File: config.mk
export PLATFORM = sky130hd
export DESIGN_NAME = alu_issue_seq
export DESIGN_NICKNAME = d
export VERILOG_FILES = /design/src/rtl/alu_issue_seq_pkg.sv /design/src/rtl/alu_op_decode.sv /design/src/rtl/alu_issue_seq.sv
export SDC_FILE = /design/constraint.sdc
export NUM_CORES = 1
export LEC_CHECK = 0
export BUFFER_PORTS_ARGS = -buffer_cell sky130_fd_sc_hd__buf_2
export CAP_MARGIN = 40
export CORE_MARGIN = 4
export CORE_UTILIZATION = 45
export CTS_BUF_LIST = sky130_fd_sc_hd__clkbuf_2
export CTS_CLUSTER_SIZE = 12
export DETAILED_ROUTE_END_ITERATION = 10
export HOLD_SLACK_MARGIN = 0.02
export PLACE_DENSITY = 0.7
export SLEW_MARGIN = 30
export SYNTH_ARGS = -nofsm -noshare
export SYNTH_HDL_FRONTEND = slang
export SYNTH_SLANG_ARGS = --single-unit
File: constraint.sdc
create_clock -name clk_i -period 2.55 [get_ports clk_i]
set_input_delay 0.255 -clock clk_i [delete_from_list [all_inputs] [get_ports clk_i]]
set_output_delay 0.255 -clock clk_i [all_outputs]
set_load 0.05 [all_outputs]
File: src/rtl/alu_issue_seq_pkg.sv
// Shared types and constants for the ALU issue sequencer and the ALU it drives.
// Holds the ALU_Ops encoding, RV32I opcode/funct fields and the sequencer FSM state.
package alu_issue_seq_pkg;

  typedef enum logic [3:0] {
    AddOp  = 4'd0,
    SubOp  = 4'd1,
    SllOp  = 4'd2,
    SltOp  = 4'd3,
    SltuOp = 4'd4,
    XorOp  = 4'd5,
    SrlOp  = 4'd6,
    SraOp  = 4'd7,
    OrOp   = 4'd8,
    AndOp  = 4'd9
  } ALU_Ops;

  localparam logic [6:0] OPC_OP     = 7'b0110011;
  localparam logic [6:0] OPC_OP_IMM = 7'b0010011;
  localparam logic [6:0] OPC_LUI    = 7'b0110111;

  localparam logic [2:0] F3_ADD_SUB = 3'b000;
  localparam logic [2:0] F3_SLL     = 3'b001;
  localparam logic [2:0] F3_SLT     = 3'b010;
  localparam logic [2:0] F3_SLTU    = 3'b011;
  localparam logic [2:0] F3_XOR     = 3'b100;
  localparam logic [2:0] F3_SRL_SRA = 3'b101;
  localparam logic [2:0] F3_OR      = 3'b110;
  localparam logic [2:0] F3_AND     = 3'b111;

  localparam logic [6:0] F7_BASE = 7'b0000000;
  localparam logic [6:0] F7_ALT  = 7'b0100000;

  typedef enum logic [1:0] {
    IDLE   = 2'd0,
    DECODE = 2'd1,
    EXEC   = 2'd2,
    DONE   = 2'd3
  } seq_state_e;

  // alt selects the funct7=0100000 variant (SUB / SRA) where one exists.
  function automatic ALU_Ops f3_to_op(input logic [2:0] f3, input logic alt);
    ALU_Ops op;
    case (f3)
      F3_ADD_SUB: op = alt ? SubOp : AddOp;
      F3_SLL:     op = SllOp;
      F3_SLT:     op = SltOp;
      F3_SLTU:    op = SltuOp;
      F3_XOR:     op = XorOp;
      F3_SRL_SRA: op = alt ? SraOp : SrlOp;
      F3_OR:      op = OrOp;
      default:    op = AndOp;
    endcase
    return op;
  endfunction

endpackage

File: src/rtl/alu_op_decode.sv
// Combinational RV32I OP / OP-IMM decoder producing ALU op, operands and illegal flag.
// LUI decoding is included only when ALU_ISSUE_LUI_EN is defined.
module alu_op_decode
  import alu_issue_seq_pkg::*;
#(
  parameter int DATA_WIDTH = 32
) (
  input  logic [31:0]           instr,
  input  logic [DATA_WIDTH-1:0] rs1_data,
  input  logic [DATA_WIDTH-1:0] rs2_data,
  output ALU_Ops                op,
  output logic [DATA_WIDTH-1:0] a,
  output logic [DATA_WIDTH-1:0] b,
  output logic [4:0]            rd,
  output logic                  illegal
);

  logic [6:0]            opcode;
  logic [2:0]            funct3;
  logic [6:0]            funct7;
  logic                  f7_base;
  logic                  f7_alt;
  logic [DATA_WIDTH-1:0] imm_i;
  logic [DATA_WIDTH-1:0] shamt;
  logic                  unused_rs1_idx;

  assign opcode  = instr[6:0];
  assign funct3  = instr[14:12];
  assign funct7  = instr[31:25];
  assign rd      = instr[11:7];
  assign f7_base = (funct7 == F7_BASE);
  assign f7_alt  = (funct7 == F7_ALT);
  assign imm_i   = {{(DATA_WIDTH-12){instr[31]}}, instr[31:20]};
  assign shamt   = {{(DATA_WIDTH-5){1'b0}}, instr[24:20]};
  // Register indices are resolved upstream; the rs1 field is not needed here.
  assign unused_rs1_idx = ^instr[19:15];

  // NOTE: every output gets a default first so no path through the case infers a latch.
  always_comb begin
    op      = AddOp;
    a       = '0;
    b       = '0;
    illegal = 1'b0;
    case (opcode)
      OPC_OP: begin
        a       = rs1_data;
        b       = rs2_data;
        op      = f3_to_op(funct3, f7_alt);
        illegal = !(f7_base || (f7_alt && (funct3 == F3_ADD_SUB || funct3 == F3_SRL_SRA)));
      end
      OPC_OP_IMM: begin
        a = rs1_data;
        b = imm_i;
        // No SUBI: funct3 000 ignores the upper immediate bits entirely.
        op = f3_to_op(funct3, 1'b0);
        if (funct3 == F3_SLL) begin
          b       = shamt;
          illegal = !f7_base;
        end else if (funct3 == F3_SRL_SRA) begin
          b       = shamt;
          op      = f3_to_op(funct3, f7_alt);
          illegal = !(f7_base || f7_alt);
        end
      end
`ifdef ALU_ISSUE_LUI_EN
      OPC_LUI: begin
        op = AddOp;
        a  = '0;
        b  = {instr[31:12], {(DATA_WIDTH-20){1'b0}}};
      end
`endif
      default: illegal = 1'b1;
    endcase
    if (illegal) begin
      op = AddOp;
      a  = '0;
      b  = '0;
    end
  end

endmodule

File: src/rtl/alu_issue_seq.sv
// Execute-stage sequencer: accepts an ALU instruction, drives an external combinational
// ALU and returns its result to writeback. Optional LUI support: ALU_ISSUE_LUI_EN.
module alu_issue_seq
  import alu_issue_seq_pkg::*;
#(
  parameter int DATA_WIDTH = 32
) (
  input  logic                  clk_i,
  input  logic                  reset_ni,
  input  logic                  in_valid_i,
  output logic                  in_ready_o,
  input  logic [31:0]           instr_i,
  input  logic [DATA_WIDTH-1:0] rs1_data_i,
  input  logic [DATA_WIDTH-1:0] rs2_data_i,
  output logic [DATA_WIDTH-1:0] alu_a_o,
  output logic [DATA_WIDTH-1:0] alu_b_o,
  output ALU_Ops                alu_op_o,
  input  logic [DATA_WIDTH-1:0] alu_y_i,
  output logic                  out_valid_o,
  input  logic                  out_ready_i,
  output logic [DATA_WIDTH-1:0] result_o,
  output logic [4:0]            rd_o,
  output logic                  illegal_o
);

  seq_state_e            state_q;
  seq_state_e            state_d;
  logic [31:0]           instr_q;
  logic [DATA_WIDTH-1:0] rs1_q;
  logic [DATA_WIDTH-1:0] rs2_q;

  ALU_Ops                dec_op;
  logic [DATA_WIDTH-1:0] dec_a;
  logic [DATA_WIDTH-1:0] dec_b;
  logic [4:0]            dec_rd;
  logic                  dec_illegal;

  alu_op_decode #(
    .DATA_WIDTH(DATA_WIDTH)
  ) u_decode (
    .instr    (instr_q),
    .rs1_data (rs1_q),
    .rs2_data (rs2_q),
    .op       (dec_op),
    .a        (dec_a),
    .b        (dec_b),
    .rd       (dec_rd),
    .illegal  (dec_illegal)
  );

  assign in_ready_o  = (state_q == IDLE);
  assign out_valid_o = (state_q == DONE);

  always_comb begin
    state_d = state_q;
    case (state_q)
      IDLE:    if (in_valid_i) state_d = DECODE;
      DECODE:  state_d = dec_illegal ? DONE : EXEC;
      EXEC:    state_d = DONE;
      DONE:    if (out_ready_i) state_d = IDLE;
      default: state_d = IDLE;
    endcase
  end

  // NOTE: sequential state uses non-blocking assignments so every register samples
  // the pre-edge values, independent of statement order.
  always_ff @(posedge clk_i or negedge reset_ni) begin
    if (!reset_ni) begin
      state_q <= IDLE;
    end else begin
      state_q <= state_d;
    end
  end

  always_ff @(posedge clk_i or negedge reset_ni) begin
    if (!reset_ni) begin
      instr_q   <= '0;
      rs1_q     <= '0;
      rs2_q     <= '0;
      alu_a_o   <= '0;
      alu_b_o   <= '0;
      alu_op_o  <= AddOp;
      result_o  <= '0;
      rd_o      <= '0;
      illegal_o <= 1'b0;
    end else begin
      case (state_q)
        IDLE: begin
          if (in_valid_i) begin
            instr_q <= instr_i;
            rs1_q   <= rs1_data_i;
            rs2_q   <= rs2_data_i;
          end
        end
        DECODE: begin
          alu_a_o   <= dec_a;
          alu_b_o   <= dec_b;
          alu_op_o  <= dec_op;
          rd_o      <= dec_rd;
          illegal_o <= dec_illegal;
          // Illegal instructions skip EXEC, so the result is cleared here instead.
          if (dec_illegal) result_o <= '0;
        end
        EXEC:    result_o <= alu_y_i;
        default: ;
      endcase
    end
  end

endmodule

* Word level (Yosys, flattened, before mapping) *
Cells that the tools add are included.

storage, ports and cells
  register bits = 204
  input bits = 132
  output and inout port bits = 108
  logic and storage cells = 63

operators by class
  equality and inequality tests = 15
  multiplexer cells = 23
  reduce and logical (&&, ||, !) cells = 15

operators with widths
  kind                                                                      number
  32-bit 2-to-1 mux                                                         6
  32-bit case mux with 2 select lines                                       2
  4-bit case mux with 7 select lines                                        1
  4-bit case mux with 6 select lines                                        1
  7-bit by 6-bit == test with 1-bit output (second input constant)          2
  4-bit 2-to-1 mux                                                          3
  3-bit == test (second input constant)                                     3
  2-bit case mux with 4 select lines                                        1
  4-bit case mux with 2 select lines                                        1
  7-bit by 5-bit == test with 1-bit output (second input constant)          1
  7-bit zero test                                                           1
  3-bit by 2-bit == test with 1-bit output (second input constant)          2
  2-bit AND reduction                                                       3
  1-bit 2-to-1 mux                                                          5
  2-bit == test (second input constant)                                     2
  2-bit 2-to-1 mux                                                          2
  2-bit inequality test (second input constant)                             2
  3-bit by 1-bit == test with 1-bit output (second input constant)          1
  1-bit zero test                                                           3
  3-bit zero test                                                           1
  1-bit logical OR                                                          3
  2-bit by 1-bit == test with 1-bit output (second input constant)          1
  2-bit zero test                                                           1
  2-bit by 1-bit inequality test with 1-bit output (second input constant)  1
  other kinds (4)                                                           4

* Depth between registers and ports, before layout *
  word-level depth = 8
  depth in mapped cells = 8
  depth with buffers taken out = 6

* Modules after synthesis *
A second synthesis with hierarchy kept.

second synthesis, totals
  cell total of the unflattened synthesis = 658
  area, all modules = 8,669.6 um^2

by module, submodules not included
  module         times used  cells each  area each (um^2)  sequential area each (um^2)
  alu_issue_seq  1           515         7,727.4           5,104.9
  alu_op_decode  1           143         942.2             0.0

* Worst setup path before layout *
OpenSTA, ideal clock, no wires.

  path kind = register to register
  start point = register instr_q[28]
  end point = register result_o[10]
  library setup time = 0.126 ns
  arrival = 2.008 ns
  required time = 2.424 ns
  setup slack = 0.417 ns
  stages on the path, launching flop included = 6
  path buffers = 1
  clock period less this slack = 2.133 ns
  path through = dfrtp_1 or4_4 o32a_4 o31a_4 buf_6 a221o_1

on the way
  longest elaborated chain between the ends = 8
  elaborated cells on any way between the ends = 13
  classes of those cells = 2 x eq/ne; 3 x mux; 8 x reduce/logical

RTL lines
  element                                                                      line                                      RTL
  from (decl)                                                                  alu_issue_seq.sv:28                       logic [31:0] instr_q;
  from (signal assigned)                                                       alu_issue_seq.sv:90                       instr_q <= instr_i;
  7-bit by 6-bit == test with 1-bit output or 7-bit zero test (tied branches)  alu_op_decode.sv:32, alu_op_decode.sv:31
  1-bit logical OR                                                             alu_op_decode.sv:62                       illegal = !(f7_base || f7_alt);
  1-bit zero test                                                              alu_op_decode.sv:62
  1-bit 2-to-1 mux                                                             alu_op_decode.sv:59                       end else if (funct3 == F3_SRL_SRA) begin
  1-bit 2-to-1 mux                                                             alu_op_decode.sv:56                       if (funct3 == F3_SLL) begin
  1-bit case mux with 2 select lines (*)                                       alu_op_decode.sv:44                       case (opcode)
  2-bit inequality test (no source line) (*)                                   n/a
  2-bit AND reduction (no source line) (*)                                     n/a
  to (signal assigned)                                                         alu_issue_seq.sv:104                      EXEC: result_o <= alu_y_i;
  to (decl)                                                                    alu_issue_seq.sv:21                       output logic [DATA_WIDTH-1:0] result_o,

Every way passes the cells marked *; elsewhere a longest branch is shown, timed or not.
A chain may end at the register's enable or synchronous reset.

* Worst setup path after layout *
  start point = register state_q[0]
  end point = output in_ready_o

on the way
  longest elaborated chain between the ends = 1

RTL lines
  element                 line                 RTL
  from (decl)             alu_issue_seq.sv:26  seq_state_e state_q;
  from (signal assigned)  alu_issue_seq.sv:71  state_q <= state_d;
  2-bit zero test         alu_issue_seq.sv:51  assign in_ready_o = (state_q == IDLE);
  to (decl)               alu_issue_seq.sv:11  output logic in_ready_o,

Every way passes these cells.

==> results.cfg <==
[hold_path]
hold_start = rs2_data_i[18]
hold_class = input port to flip-flop

[clocking]
clk_pin_slew_worst_paths_ns = 0.32
cts.sinks = 199
cts_htree_levels = 4
clock-root-buffer = clkbuf_2
cts_buffers = 17
cts_resized = 0
cts_tree = done
clkLatencyLatePin_ns = 0.77
cts.path.max_buffers = 2

[routing]
avgViaCountPerCell = 5.39
ant_nets = 0
wl_per_cell_um = 18.5
initialDrtViolationCount = 320
drt_pre_antenna_iters = 4
remaining_drc_errors = 0
totalWireLength_mm = 23.4
vias = 6829

[timing]
drv_slew = 0
setup_tns_ns = 0
setup_ws_ns = 0.237
finalSetupViolations = 0
finalCriticalPeriod_ns = 2.31
slew_headroom_pct = 58.6
post-route-period-util_pct = 90.7
tightest_slew_ns = 0.620
finalClockSkew_ns = 0.0394
finalHoldViolCount = 0
max_freq_mhz = 432
hold_slack_ns = 0.205
rsz0062_at_grt = false

[synth]
synth_edf_count = 0
synth_compound_area_share_pct = 14.1
ys_seq_elements = 199
synth-seq-area-share_pct = 58.2
syn_area_um2 = 8550
synth-simple-area-share_pct = 6.74
syn_avg_cell_area_um2 = 12.7
ys_warn_count = 0
synth-async-reset-ratio_pct = 100
yosys.cell_types.count = 42
synth-main-ff-cell = dfrtp_1
synth_top_family_by_area = multiplexers
synthesis.instances = 673
synthXorXnorAreaFrac_pct = 0.102
synth_fa_ha_area_share_pct = 0.585
syn_nets = 809
synthMuxAreaShare_pct = 17.2

[setup_path]
crit_chain = inv_1 > ha_1 > buf_2
arrival_ns = 2.06
cp_slowest_cell = dfrtp_1
cp_max_fo = 5
max_stage_delay_ns = 0.51
startpoint = state_q[0]
timing.rr.start = instr_q[28]
end_kind = output port
crit_required_ns = 2.30
critPathLaunchType = flip-flop
critPathKind = flip-flop to output port

[layout]
final_common_cell = buf_2
utilization_pct = 62.0
layout_common_cells = buf_2, dfrtp_1, dlygate4sd3_1, mux2_2, nand2_1
area_growth_pct = 35.7
multi_input_area_um2 = 3360
regArea_um2 = 4980
drive_above_1_share_pct = 38.8
fillerInstances = 1439
nets = 1155

[global_route]
grt_pass1_wl_mm = 38.1
track_usage_pct = 22.0
grt_max_degree = 75
grt_pass1_vias = 7182
overflow = 0
antenna_found_initial = 1

[place]
port_buffers = 234
post-dp-hpwl_mm = 14.5
dp_slack_ns = 0.256
gp_congestion = 0.736

[run_status]
outcome = completed

[floorplan]
start_util_pct = 45.7
io_pins = 240
die_w_um = 146
num_rows = 50
die_area_um2 = 21300
core_um2 = 18700
fp.dieH_um = 146

[pwr]
p_int_mw = 6.78
switching_share_pct = 43.2
power_switching_mw = 5.16
powerDensity_nw_per_um2 = 1030
power.total_mw = 11.9
power_frac_seq_pct = 41.2
peakVddDrop_mv = 0.517
p_comb_share_pct = 46.3
clkPwrFrac_pct = 12.5
p_leak_nw = 5.46

[flow_run]
maxCapViolations = 0
power by group through the flow:
stage | combinational (mW) | clock [mW] | sequential (mW)
floorplan | 3.13 | 0 | 5.81
global placement | 5.26 | 0 | 4.92
detailed placement | 5.38 | 0 | 4.97
CTS | 5.56 | 1.55 | 4.90
global route | 5.98 | 1.70 | 5.04
finish | 5.53 | 1.49 | 4.92
cells in the mapped netlist, types with 3 or more instances:
master / count / area share [%]
buf_6: 3 / 0.39
nor2b_1: 3 / 0.22
buf_1: 3 / 0.13
nor3b_1: 3 / 0.26
nand2b_1: 5 / 0.37
a22o_1: 6 / 0.61
ha_1: 4 / 0.59
a221o_1: 30 / 3.5
o2bb2ai_1: 41 / 4.2
buf_2: 5 / 0.29
a22oi_1: 21 / 1.8
mux2i_1: 37 / 4.3
inv_1: 3 / 0.13
nor2_1: 40 / 1.8
dfrtp_1: 199 / 58
nor3_1: 3 / 0.18
clkbuf_1: 46 / 2.0
o21ai_0: 10 / 0.59
o31ai_1: 21 / 1.8
mux2_2: 98 / 13
nand2_1: 69 / 3.0
metal layers:
| metal | wire length (um) | GRT usage (%) |
|---|---|---|
| met1 | 10000 | 28.1 |
| met2 | 11300 | 36.3 |
| met3 | 1650 | 6.76 |
| met4 | 431 | 6.74 |
| met5 | 0 | 0 |
worst max-delay path, delay by kind of cell (launching register included):
| family | cells | cell delay [ns] |
|---|---|---|
| DFF | 1 | 0.51 |
| adders and majority gates | 1 | 0.32 |
| buffers and inverters | 2 | 0.47 |
worst paths after layout:
kind	to	slack, ns	depth (start not counted)
max	in_ready_o	0.24	3
min	rs2_q[18]	0.21	3
max reg2reg	alu_b_o[29]	0.25	5
min reg2reg	alu_a_o[21]	0.51	2
max in group asynchronous	rs1_q[20]	1.55	4
min in group asynchronous	rs2_q[12]	0.56	4
state kept, by name, summed over array words and instances, names as in the netlist:
name / count
alu_a_o: 32
alu_b_o: 32
result_o: 32
rs1_q: 32
rs2_q: 32
instr_q: 27
rd_o: 5
alu_op_o: 4
state_q: 2
illegal_o: 1
cell type report:
class                           instances  area share [%]
Clock buffer                           18           0.777
Multi-Input combinational cell        413            28.9
Inverter                                4           0.140
Clock inverter                         14            1.21
Timing Repair Buffer                  384            23.5
Antenna cell                            1          0.0216
Tap cell                              234            2.52
Sequential cell                       199            42.9
through the flow:
stage | instance area, um2 | cells
finish | 11600 | 1267
global route | 11600 | 1267
CTS | 11600 | 1266
detailed placement | 10100 | 1105
global placement | 10100 | 1105
floorplan | 8550 | 673
repair_timing:
| item | CTS | global route |
|---|---|---|
| hold buffers | 129 | 0 |
| hold endpoints to repair | 324 | 0 |
| setup endpoints to repair | 0 | 0 |
| setup buffers | 0 | 0 |
kinds of logic after synthesis:
family	after synthesis
AO/OA/AOI/OAI	141
multiplexers	135
buffers and inverters	61
XOR/XNOR	1
flip-flops	199
AND/OR/NAND/NOR	132
adder cells (fa/ha/maj)	4
No activity file was read; power rests on OpenSTA's default activity.
